## src/rtl/nn_pkg.sv

```systemverilog
// Shared definitions for the neuron datapath.
// Holds the fixed-point widths, the sequencer state encoding and the
// output saturate/ReLU function used when a neuron result is finalised.
package nn_pkg;

  localparam int DATA_W = 16;  // signed Q7.8 weight/activation/bias
  localparam int FRAC_W = 8;   // fractional bits
  localparam int ACC_W  = 40;  // signed accumulator

  typedef enum logic [1:0] {
    IDLE,
    RUN,
    DRAIN,
    FINISH
  } state_t;

  // Clamp a rescaled (ACC_W+1)-bit value into DATA_W signed range, then
  // optionally zero negative results.
  function automatic logic [DATA_W-1:0] sat_relu(
    input logic signed [ACC_W:0] v,
    input logic                  relu
  );
    logic signed [ACC_W:0] hi;
    logic signed [ACC_W:0] lo;
    logic [DATA_W-1:0]     r;
    hi = {{(ACC_W-DATA_W+2){1'b0}}, {(DATA_W-1){1'b1}}};
    lo = {{(ACC_W-DATA_W+2){1'b1}}, {(DATA_W-1){1'b0}}};
    if (v > hi)      r = {1'b0, {(DATA_W-1){1'b1}}};
    else if (v < lo) r = {1'b1, {(DATA_W-1){1'b0}}};
    else             r = v[DATA_W-1:0];
    if (relu && r[DATA_W-1]) r = '0;
    return r;
  endfunction

endpackage

```

## src/rtl/mac_unit.sv

```systemverilog
// Registered signed multiply followed by accumulate.
// Ports:
//   clk, rst  clock, asynchronous active-high reset
//   clr       synchronously clears the product stage and accumulator
//   en        capture a*b into the product register this edge
//   a, b      signed DATA_W operands
//   acc       signed ACC_W running sum of all captured products
// A product captured on edge n is added to acc on edge n+1.
module mac_unit #(
  parameter int DATA_W = nn_pkg::DATA_W,
  parameter int ACC_W  = nn_pkg::ACC_W
) (
  input  logic                     clk,
  input  logic                     rst,
  input  logic                     clr,
  input  logic                     en,
  input  logic signed [DATA_W-1:0] a,
  input  logic signed [DATA_W-1:0] b,
  output logic signed [ACC_W-1:0]  acc
);

  logic signed [2*DATA_W-1:0] prod;
  logic                       prod_vld;

  always_ff @(posedge clk or posedge rst) begin
    if (rst) begin
      prod     <= '0;
      prod_vld <= 1'b0;
      acc      <= '0;
    end else if (clr) begin
      prod     <= '0;
      prod_vld <= 1'b0;
      acc      <= '0;
    end else begin
      prod_vld <= en;
      if (en) prod <= a * b;
      if (prod_vld)
        acc <= acc + {{(ACC_W-2*DATA_W){prod[2*DATA_W-1]}}, prod};
    end
  end

endmodule

```

## src/rtl/neuron_mac_seq.sv

```systemverilog
// Single-neuron dot-product sequencer.
// Walks addresses 0..N_INPUTS-1 through the weight BRAM and the activation
// buffer (shared address/enable), accumulates the signed products, adds the
// bias, rescales to Q7.8, saturates, optionally applies ReLU, and emits the
// result with a one-cycle VALID pulse.
// Ports:
//   CLK, RST          clock, asynchronous active-high reset
//   START, BIAS       start request (IDLE only) and bias latched with it
//   W_ADDR/W_EN/W_WE  weight BRAM read port (write enable tied low)
//   W_DO              weight read data (registered by BRAM on negedge)
//   X_ADDR/X_EN       activation buffer read port, mirrors the weight port
//   X_DO              activation read data
//   BUSY              run in progress
//   RESULT, VALID     neuron output and its strobe
module neuron_mac_seq
  import nn_pkg::state_t;
  import nn_pkg::IDLE;
  import nn_pkg::RUN;
  import nn_pkg::DRAIN;
  import nn_pkg::FINISH;
  import nn_pkg::sat_relu;
#(
  parameter int N_INPUTS = 28,
  parameter int ADDR_W   = 5,
  parameter int DATA_W   = nn_pkg::DATA_W,
  parameter int FRAC_W   = nn_pkg::FRAC_W,
  parameter int ACC_W    = nn_pkg::ACC_W,
  parameter int RELU     = 1
) (
  input  logic              CLK,
  input  logic              RST,
  input  logic              START,
  input  logic [DATA_W-1:0] BIAS,
  output logic [ADDR_W-1:0] W_ADDR,
  output logic              W_EN,
  output logic              W_WE,
  input  logic [DATA_W-1:0] W_DO,
  output logic [ADDR_W-1:0] X_ADDR,
  output logic              X_EN,
  input  logic [DATA_W-1:0] X_DO,
  output logic              BUSY,
  output logic [DATA_W-1:0] RESULT,
  output logic              VALID
);

  localparam logic [ADDR_W-1:0] LAST_ADDR = ADDR_W'(N_INPUTS - 1);

  state_t            state, state_n;
  logic [ADDR_W-1:0] addr_n;
  logic              en_n, busy_n, valid_n;
  logic [DATA_W-1:0] result_n;
  logic [DATA_W-1:0] bias_q, bias_n;
  logic              clr, mul_en;

  logic signed [ACC_W-1:0] acc;
  logic signed [ACC_W:0]   bias_sh, sum, scaled;

  // Both memories share one address/enable; writes are never issued.
  assign W_WE   = 1'b0;
  assign X_ADDR = W_ADDR;
  assign X_EN   = W_EN;

  // Read data for the address issued after edge t is valid at edge t+1, so
  // every RUN edge carries the product for the previous address; the edge
  // leaving RUN carries the last one.
  assign mul_en = (state == RUN);

  mac_unit #(
    .DATA_W(DATA_W),
    .ACC_W (ACC_W)
  ) u_mac (
    .clk(CLK),
    .rst(RST),
    .clr(clr),
    .en (mul_en),
    .a  (W_DO),
    .b  (X_DO),
    .acc(acc)
  );

  // Bias is aligned to the product scale (2*FRAC_W fraction bits) before
  // the sum is floored back down to FRAC_W fraction bits.
  always_comb begin
    bias_sh = {{(ACC_W+1-DATA_W){bias_q[DATA_W-1]}}, bias_q};
    bias_sh = bias_sh <<< FRAC_W;
    sum     = {acc[ACC_W-1], acc} + bias_sh;
    scaled  = sum >>> FRAC_W;
  end

  always_comb begin
    state_n  = state;
    addr_n   = W_ADDR;
    en_n     = W_EN;
    busy_n   = BUSY;
    result_n = RESULT;
    valid_n  = 1'b0;
    bias_n   = bias_q;
    clr      = 1'b0;
    case (state)
      IDLE: begin
        // A START overlapping the VALID cycle belongs to the finished run.
        if (START && !VALID) begin
          bias_n  = BIAS;
          clr     = 1'b1;
          addr_n  = '0;
          en_n    = 1'b1;
          busy_n  = 1'b1;
          state_n = RUN;
        end
      end
      RUN: begin
        if (W_ADDR == LAST_ADDR) begin
          en_n    = 1'b0;
          addr_n  = '0;
          state_n = DRAIN;
        end else begin
          addr_n = W_ADDR + ADDR_W'(1);
        end
      end
      DRAIN: begin
        state_n = FINISH;
      end
      FINISH: begin
        result_n = sat_relu(scaled, RELU != 0);
        valid_n  = 1'b1;
        busy_n   = 1'b0;
        state_n  = IDLE;
      end
      default: state_n = IDLE;
    endcase
  end

  always_ff @(posedge CLK or posedge RST) begin
    if (RST) begin
      state  <= IDLE;
      W_ADDR <= '0;
      W_EN   <= 1'b0;
      BUSY   <= 1'b0;
      RESULT <= '0;
      VALID  <= 1'b0;
      bias_q <= '0;
    end else begin
      state  <= state_n;
      W_ADDR <= addr_n;
      W_EN   <= en_n;
      BUSY   <= busy_n;
      RESULT <= result_n;
      VALID  <= valid_n;
      bias_q <= bias_n;
    end
  end

endmodule
```

## config.mk

```make
export PLATFORM = sky130hd
export DESIGN_NAME = neuron_mac_seq
export DESIGN_NICKNAME = d
export VERILOG_FILES = /design/src/rtl/nn_pkg.sv /design/src/rtl/mac_unit.sv /design/src/rtl/neuron_mac_seq.sv
export SDC_FILE = /design/constraint.sdc
export NUM_CORES = 1
export LEC_CHECK = 0
export CAP_MARGIN = 20
export CORE_ASPECT_RATIO = 0.6
export CORE_MARGIN = 5
export CORE_UTILIZATION = 64
export CTS_CLUSTER_SIZE = 40
export DETAILED_ROUTE_END_ITERATION = 12
export PLACE_DENSITY_LB_ADDON = 0.3
export SKIP_CTS_REPAIR_TIMING = 1
export SLEW_MARGIN = 5
export SYNTH_ARGS = -nofsm -noshare
export SYNTH_HDL_FRONTEND = slang
export SYNTH_SLANG_ARGS = --single-unit
```

## constraint.sdc

```tcl
create_clock -name CLK -period 6.1 [get_ports CLK]
set_input_delay 1.83 -clock CLK [delete_from_list [all_inputs] [get_ports CLK]]
set_output_delay 1.83 -clock CLK [all_outputs]
set_load 0.01 [all_outputs]
```

==> metrics.csv <==
stage,metric,value,unit
outcome,status,"finished, violations left",
outcome,violations,negative setup slack,
worst_setup_path,crit_fanout,7,
synth,avgSynthCellArea,8.75,um^2
synth,syn_inst,2095,
global_route,overflow,0,
synth,ys_seq_elements,114,
clock_network,cts_tree,built,
final_layout,layout_common_cells,"327 x inv_1, 248 x fa_1, 224 x nand2_1",
synth,ys_seq_area_share,15.6,%
global_route,grt_pass1_vias,16000,
clock_network,clk_pin_slew_worst_paths,0.06,ns
synth,synth_top_area_cell,fa_1,
global_route,antenna_found_initial,0,
hold_path,min_path_type,flip-flop to flip-flop,
sta,slew_violations,0,
global_route,grt_pass1_wl,78200,um
route,num_vias,16100,
final_layout,final_common_cell,inv_1,
die,fp.dieW,229,um
worst_setup_path,slowest_stage,fa_1,
final_layout,diodes,0,
synth,synth_edf_count,0,
sta,fmax,133,MHz
placement,dpl.hpwl,38100,um
final_layout,finalNetCount,2813,
clock_network,clk_latency,0.43,ns
worst_setup_path,required,6.37,ns
final_layout,syn_to_final_growth,21.8,%
route,drt-wirelength-per-cell,18.9,um
clock_network,cts_sinks,114,
placement,place_congestion,0.952,
route,vias_per_cell,5.90,
placement,dp_slack,-2.05,ns
sta,fin_skew,0.00735,ns
sta,layout_setup_ws,-1.43,ns
final_layout,multi_input_area,14400,um^2
global_route,grt_max_degree,80,
worst_setup_path,startpoint_type,primary input,
sta,finalHoldViolCount,0,
worst_setup_path,slowest_delay,0.55,ns
die,io_pins,82,
sta,max-slew-margin-rel,29.1,%
placement,port_buffers,79,
worst_setup_path,crit_type,primary input to flip-flop,
route,route.detailed.drc,0,
clock_network,root_buffer,clkbuf_16,
sta,setup_viol,23,
route,wl,51400,um
die,die_h,141,um
route,ant_nets,0,
synth,synth_flop_cell,dfrtp_1,
route,drt_iter0_drc,1476,
die,rows,48,
sta,post-route-period-util,124,%
final_layout,seqCellArea,2850,um^2
die,core,28500,um^2
global_route,grt_use_total,29.3,%
worst_setup_path,crit_top_cell,fa_1,
synth,ys_types,78,
final_layout,drive_gt1_share,18.2,%
clock_network,numCtsBuffers,17,
synth,yosys.area.top_type_share,28.8,%
synth,netlist_area,18300,um^2
synth,netlist_top_cells_area,"fa_1 29%, dfrtp_1 16%, ha_1 11%",
route,dr.pass1.iters,6,
sta,fin_crit,7.53,ns
clock_network,max-clock-path-buffers,2,
clock_network,htree_levels,4,
die,initial_core_util,64.4,%
synth,synth_warnings,0,
die,die-area,32200,um^2
worst_setup_path,crit_path_end_kind,flip-flop,
sta,tightest_slew,1.06,ns
synth,ys_async_sr_fraction,100,%
worst_setup_path,arrival,7.80,ns
run,maxCapViolCount,0,
worst_setup_path,crit_chain,buf_2 > nand2_1 > fa_1 > inv_1 > fa_1 > inv_2 > fa_1 > inv_2 > fa_1 > fa_1 > inv_1 > fa_1 > inv_2 > ha_4 > and3_4 > nor3b_4 > buf_4 > a21boi_4 > nor2_4 > o31ai_4 > a2111oi_4 > or3_1 > nand3_1 > a21oi_1,
sta,rsz0062_at_grt,yes,
final_layout,fill_cells,1792,
## sequential cells by signal (all words and copies together) (netlist names)
name / cells
u_mac.prod_vld: 1
VALID: 1
u_mac.prod: 32
bias_q: 16
RESULT: 15
W_ADDR: 5
W_EN: 1
BUSY: 1
u_mac.acc: 40
state: 2
## cells in the mapped netlist (all sizes together), types with 3 or more instances
| cell type | n |
|---|---|
| mux2i | 36 |
| and3 | 6 |
| o21a | 16 |
| ha | 159 |
| a21o | 46 |
| a21oi | 111 |
| buf | 19 |
| nor4 | 7 |
| a211oi | 15 |
| nand3b | 6 |
| nor3b | 7 |
| nor2b | 9 |
| nor3 | 36 |
| clkbuf | 63 |
| o31ai | 8 |
| nor2 | 117 |
| or3 | 12 |
| o31a | 5 |
| a221oi | 3 |
| a2bb2oi | 3 |
| or2 | 5 |
| a31oi | 19 |
| o211ai | 14 |
| nand3 | 28 |
| o22ai | 5 |
| xnor2 | 50 |
| o211a | 4 |
| o21bai | 10 |
| nand2 | 235 |
| fa | 264 |
| xor2 | 27 |
| a41oi | 5 |
| nand4 | 14 |
| inv | 360 |
| and2 | 129 |
| nand2b | 16 |
| o21ai | 74 |
| a21boi | 8 |
| dfrtp | 114 |
## through the flow
step	cells	area, um^2	util (%)	setup TNS (ns)	hold WS [ns]
after floorplan	2096	18600	-	-15.93	0.452
after global placement	2653	20800	73.2	-35.63	0.476
after detailed placement	2653	20800	73.2	-38.06	0.473
after CTS	2684	21400	75.3	-27.56	0.488
after global routing	2726	22300	78.5	-25.62	0.510
final	2726	22300	78.5	-21.89	0.489
## routing by layer
metal,vias to the layer above,part of all wire [%],global-route usage [%]
met4,0,2.6,4.77
met5,-,0,0
li1,7241,-,-
met1,7934,42,43.1
met3,157,8.3,4.83
met2,742,47,47.1
## cells by family (layout without fill, tap and decap cells)
logic type,count (synthesis),count (layout),share of synthesized area [%]
compound gates,366,366,12.9
xor+xnor,77,77,3.68
simple gates,633,633,16.7
fa+ha+maj,423,423,39.7
mux,38,38,2.09
flops,114,114,15.6
buf+inv,443,698,9.36
other cells,1,2,0.0205
## worst max-delay path, delay by kind of cell
family | cells | cell delay [ns]
simple gates | 6 | 1.10
compound gates | 4 | 0.82
buf+inv | 7 | 0.60
fa+ha+maj | 7 | 3.46
## worst paths after layout
check / startpoint / to / slack [ns] / cells after the start
max: W_DO[6] / u_mac.prod[31]$_DFFE_PP0P_ / -1.43 / 24
min: bias_q[12]$_DFFE_PP0P_ / bias_q[12]$_DFFE_PP0P_ / 0.49 / 2
max reg2reg: u_mac.acc[8]$_DFFE_PP0P_ / RESULT[5]$_DFFE_PP0P_ / 1.57 / 12
min reg2reg: bias_q[12]$_DFFE_PP0P_ / bias_q[12]$_DFFE_PP0P_ / 0.49 / 2
max in group asynchronous: RST / u_mac.acc[35]$_DFFE_PP0P_ / 3.29 / 3
min in group asynchronous: RST / RESULT[5]$_DFFE_PP0P_ / 1.76 / 2
## final cells by class
cell class / count / area share [%]
Multi-Input combinational cell: 1539 / 64.5
Sequential cell: 114 / 12.8
Timing Repair Buffer: 306 / 11.8
Inverter: 361 / 6.11
Tap cell: 375 / 2.10
Clock buffer: 20 / 2.04
Clock inverter: 11 / 0.717
Power is not shown: default switching activity piles up to over one toggle a cycle in this logic, so the estimate is an artifact.
